===== config.mk =====
export PLATFORM = sky130hd
export DESIGN_NAME = exe_stage
export DESIGN_NICKNAME = d
export VERILOG_FILES = /design/src/rtl/exe_stage.sv
export SDC_FILE = /design/constraint.sdc
export NUM_CORES = 2
export LEC_CHECK = 0
export CORE_ASPECT_RATIO = 0.75
export CORE_MARGIN = 3
export CORE_UTILIZATION = 30
export CTS_CLUSTER_SIZE = 10
export DETAILED_ROUTE_END_ITERATION = 6
export PLACE_DENSITY_LB_ADDON = 0.25
export RECOVER_POWER = 100
export SYNTH_ARGS = -nofsm -noshare
export SYNTH_HDL_FRONTEND = slang
export SYNTH_SLANG_ARGS = --single-unit
export TNS_END_PERCENT = 20

===== constraint.sdc =====
create_clock -name clk -period 33.3 [get_ports clk]
set_input_delay 6.66 -clock clk [delete_from_list [all_inputs] [get_ports clk]]
set_output_delay 6.66 -clock clk [all_outputs]
set_load 0.02 [all_outputs]

===== src/rtl/exe_stage.sv =====
// Execute stage of the 5-stage MIPS32-style pipeline.
// Decodes the opcode, runs the ALU and branch test, registers EX/MEM.
module exe_stage #(
  parameter int WIDTH = 32
) (
  input  logic             clk,
  input  logic             rst_n,
  input  logic [WIDTH-1:0] A,
  input  logic [WIDTH-1:0] B,
  input  logic [WIDTH-1:0] Imm,
  input  logic [WIDTH-1:0] NPC_id,
  input  logic [WIDTH-1:0] IR_id,
  output logic [WIDTH-1:0] NPC_ex,
  output logic [WIDTH-1:0] IR_ex,
  output logic [WIDTH-1:0] ALU_res,
  output logic             cond,
  output logic [WIDTH-1:0] B_ex
);

  localparam logic [5:0] OP_LW    = 6'h30;
  localparam logic [5:0] OP_SW    = 6'h31;
  localparam logic [5:0] OP_BNEQZ = 6'h34;
  localparam logic [5:0] OP_BEQZ  = 6'h35;

  logic [5:0] opcode;
  logic [1:0] cls;
  logic [3:0] func;

  assign opcode = IR_id[31:26];
  assign cls    = IR_id[31:30];
  assign func   = IR_id[29:26];

  logic is_rr;
  logic is_ri;
  logic is_mem;
  logic is_bnez;
  logic is_beqz;
  logic is_br;
  logic is_arith;

  assign is_rr    = (cls == 2'b00);
  assign is_ri    = (cls == 2'b01);
  assign is_mem   = (opcode == OP_LW) || (opcode == OP_SW);
  assign is_bnez  = (opcode == OP_BNEQZ);
  assign is_beqz  = (opcode == OP_BEQZ);
  assign is_br    = is_bnez || is_beqz;
  assign is_arith = (is_rr || is_ri) && (func <= 4'd5);

  logic [WIDTH-1:0] op_a;
  logic [WIDTH-1:0] op_b;

  assign op_a = is_br ? NPC_id : A;
  assign op_b = is_rr ? B : Imm;

  logic [WIDTH-1:0] sum;
  logic [WIDTH-1:0] diff;
  logic [WIDTH-1:0] prod;
  logic             lt;

  assign sum  = op_a + op_b;
  assign diff = op_a - op_b;
  assign prod = op_a * op_b;
  assign lt   = $signed(op_a) < $signed(op_b);

  logic [WIDTH-1:0] arith;

  always_comb begin
    arith = '0;
    case (func)
      4'd0:    arith = sum;
      4'd1:    arith = diff;
      4'd2:    arith = op_a & op_b;
      4'd3:    arith = op_a | op_b;
      4'd4:    arith = {{(WIDTH-1){1'b0}}, lt};
      4'd5:    arith = prod;
      default: arith = '0;
    endcase
  end

  logic [WIDTH-1:0] alu_next;
  logic             cond_next;

  // Undefined opcodes fall to the default and produce zero.
  always_comb begin
    alu_next = '0;
    unique case (1'b1)
      is_arith: alu_next = arith;
      is_mem:   alu_next = sum;
      is_br:    alu_next = sum;
      default:  alu_next = '0;
    endcase
  end

  assign cond_next = (is_bnez && (|A)) || (is_beqz && !(|A));

  always_ff @(posedge clk) begin
    if (!rst_n) begin
      NPC_ex  <= '0;
      IR_ex   <= '0;
      ALU_res <= '0;
      cond    <= 1'b0;
      B_ex    <= '0;
    end else begin
      NPC_ex  <= NPC_id;
      IR_ex   <= IR_id;
      ALU_res <= alu_next;
      cond    <= cond_next;
      B_ex    <= B;
    end
  end

endmodule


==> results.yml <==
worst_setup_path:
  start_kind: "input port"
  critPathCaptureType: "flip-flop"
  cpPeakStageDelay_ns: 2.26
  cp.arrival_ns: 19.14
  crit_required_ns: 33.62
  worstSetupPathType: "input port to flip-flop"
  critPathMostFrequentCell: "ha_1"
  crit_path_top_delay_cell: "nor2_1"
  path_max_fanout: 45
cts:
  clk_path_buf_depth: 2
  path_clk_slew_ns: 0.07
  postCtsSetupBuffers: 0
  cts.sinks: 129
  cts_hold_buf: 0
  cts-htree-levels: 4
  cts_tree: "yes"
  cts_buffers: 17
  ctsResizeCount: 0
  cts_root_buf: "clkbuf_16"
outcome:
  violations: "max-capacitance violations, max-slew violations"
  status: "finished, violations left"
logic_synthesis:
  netlist_instances: 2864
  synth_fp_nets: 3655
  synth_edf_count: 0
  synthArstFlopShare: 0
  yosysWarningCount: 0
  ys_ff_latch: 129
  ys_types: 80
  syn_avg_cell_area_um2: 8.47
  netlist_area_um2: 24200
  ys_seq_area_frac: 0.107
  synthFlopType: "dfxtp_1"
timing:
  relSlewSlack: -1.80
  min_period_over_period: 0.565
  rsz0062_at_grt: "false"
  fin_setup_tns_ns: 0
  tightest_slew_ns: 4.21
  setup_viol: 0
  fin_crit_ns: 18.81
  finalHoldViolations: 0
  fmax_mhz: 53.2
  drv_slew: 180
die:
  die_h_um: 252
  start_util: 0.305
  die_x_um: 334
  coreArea_um2: 79400
  die-area_um2: 84300
  ios: 291
  rows: 89
final_layout:
  areaGrowthSynthToFinish_pct: 19.2
  drive_gt1_frac: 0.0437
  multi_input_area_um2: 19400
  fin_nets: 3891
  seq_area_um2: 2580
  final_cells: 4162
  layout_commonest_cell: "inv_1"
  fillCellCount: 8242
  layout_common_cells: "462 x inv_1, 410 x fa_1, 372 x nor2_1"
global_route:
  antenna_found_initial: 3
  gr-total-overflow: 0
  grt_first_pass_wirelength_um: 151000
  grt_max_degree: 114
  grt_use_total: 0.246
  grt_pass1_vias: 21600
route:
  drt_wl_total_um: 103000
  vias_per_cell: 5.15
  antenna_left: 0
  wl_per_cell_um: 24.8
  drt_iter0_markers: 2261
  drt_pass1_iterations: 5
  drc: 0
  vias: 21400
job:
  maxCapViolCount: 3
hold_path:
  min_path_cells: 2
  hold_path_class: "input port to flip-flop"
placed_design:
  port_buffers: 290
  routabilityCongestion: 0.972
  dp.cells: 4127
  dp_hpwl_um: 82000
synthesized netlist by cell type, types with 6 or more instances:
| library cell | count | area, µm² |
|---|---|---|
| and3_1 | 6 | 37.5 |
| and2_1 | 114 | 713 |
| dfxtp_1 | 129 | 2580 |
| nand2_1 | 302 | 1130 |
| buf_1 | 14 | 52.6 |
| nand3_1 | 30 | 150 |
| fa_1 | 410 | 8210 |
| nand4_1 | 11 | 68.8 |
| buf_2 | 7 | 35.0 |
| nor2_1 | 372 | 1400 |
| o31ai_1 | 8 | 60.1 |
| o2111ai_1 | 9 | 78.8 |
| o21ai_0 | 71 | 355 |
| xor2_1 | 19 | 166 |
| xnor2_1 | 101 | 885 |
| mux2i_1 | 28 | 280 |
| o22ai_1 | 27 | 169 |
| nor3_1 | 26 | 130 |
| a21oi_1 | 116 | 581 |
| a21o_1 | 32 | 240 |
| o21bai_1 | 23 | 173 |
| inv_2 | 9 | 33.8 |
| nor4_1 | 13 | 81.3 |
| a211oi_1 | 6 | 45.0 |
| a31oi_1 | 10 | 62.6 |
| nand2b_1 | 10 | 62.6 |
| clkbuf_1 | 90 | 338 |
| nor2b_1 | 10 | 62.6 |
| a221oi_1 | 8 | 70.1 |
| o221ai_1 | 18 | 158 |
| mux2_2 | 29 | 327 |
| a22oi_1 | 11 | 82.6 |
| ha_1 | 219 | 2740 |
| clkinv_1 | 13 | 48.8 |
| o211ai_1 | 14 | 105 |
| a21boi_0 | 6 | 45.0 |
| inv_1 | 465 | 1750 |
worst max-delay path, delay by kind of cell:
kind | cells | cell delay, ns
adder cells (fa/ha/maj) | 9 | 3.14
XOR/XNOR | 1 | 0.17
AO/OA/AOI/OAI | 8 | 2.76
buffers and inverters | 5 | 2.18
AND/OR/NAND/NOR | 7 | 4.21
path summary, 6_finish.rpt:
kind	slack, ns	endpoint	start
max	14.49	ALU_res[29]	IR_id[27]
min	6.64	ALU_res[17]	rst_n
routing by layer:
metal  routed length [µm]  vias to the layer above  global-route usage
met5                    0                        -                   0
met4                 1870                        0              0.0463
met3                11900                       99              0.0786
met2                43500                      993               0.364
met1                45900                    10800               0.353
li1                     -                     9481                   -
metrics by stage:
stage                util  hold slack [ns]  setup slack, ns  cell area, µm²
detailed placement  0.357             7.03            16.54           28300
floorplan               -             6.78            18.23           24200
global placement    0.357             7.03            16.65           28300
global route        0.364             6.64            13.88           28900
finish              0.364             6.64            14.49           28900
CTS                 0.364             6.52            17.04           28900
state kept, by name (all words and copies together), names as in the netlist:
| name | flops |
|---|---|
| ALU_res | 32 |
| B_ex | 32 |
| IR_ex | 32 |
| NPC_ex | 32 |
| cond | 1 |
kinds of logic (layout without fill, tap and decap cells):
| group | after synthesis | in the layout | synth area share |
|---|---|---|---|
| adders and majority gates | 629 | 629 | 0.452 |
| other | 0 | 3 | 0 |
| buffers and inverters | 603 | 852 | 0.0951 |
| AOI/OAI and AO/OA | 400 | 400 | 0.106 |
| and+or+nand+nor | 919 | 919 | 0.167 |
| xor gates and xnor gates | 124 | 124 | 0.0468 |
| muxes | 60 | 60 | 0.0268 |
| DFF | 129 | 129 | 0.107 |
cell type report:
| type | instances | share of cell area |
|---|---|---|
| inverters | 487 | 0.0632 |
| multi-input cells | 2132 | 0.670 |
| well taps | 1046 | 0.0453 |
| diodes | 3 | 0.000260 |
| flip-flops and latches | 129 | 0.0893 |
| repair buffers | 333 | 0.111 |
| clock buffers | 17 | 0.0147 |
| clock inverters | 15 | 0.00645 |
Power is left out: the tool's default activity adds up to more than one toggle a clock period on the data nets, which glitch-free logic cannot reach.
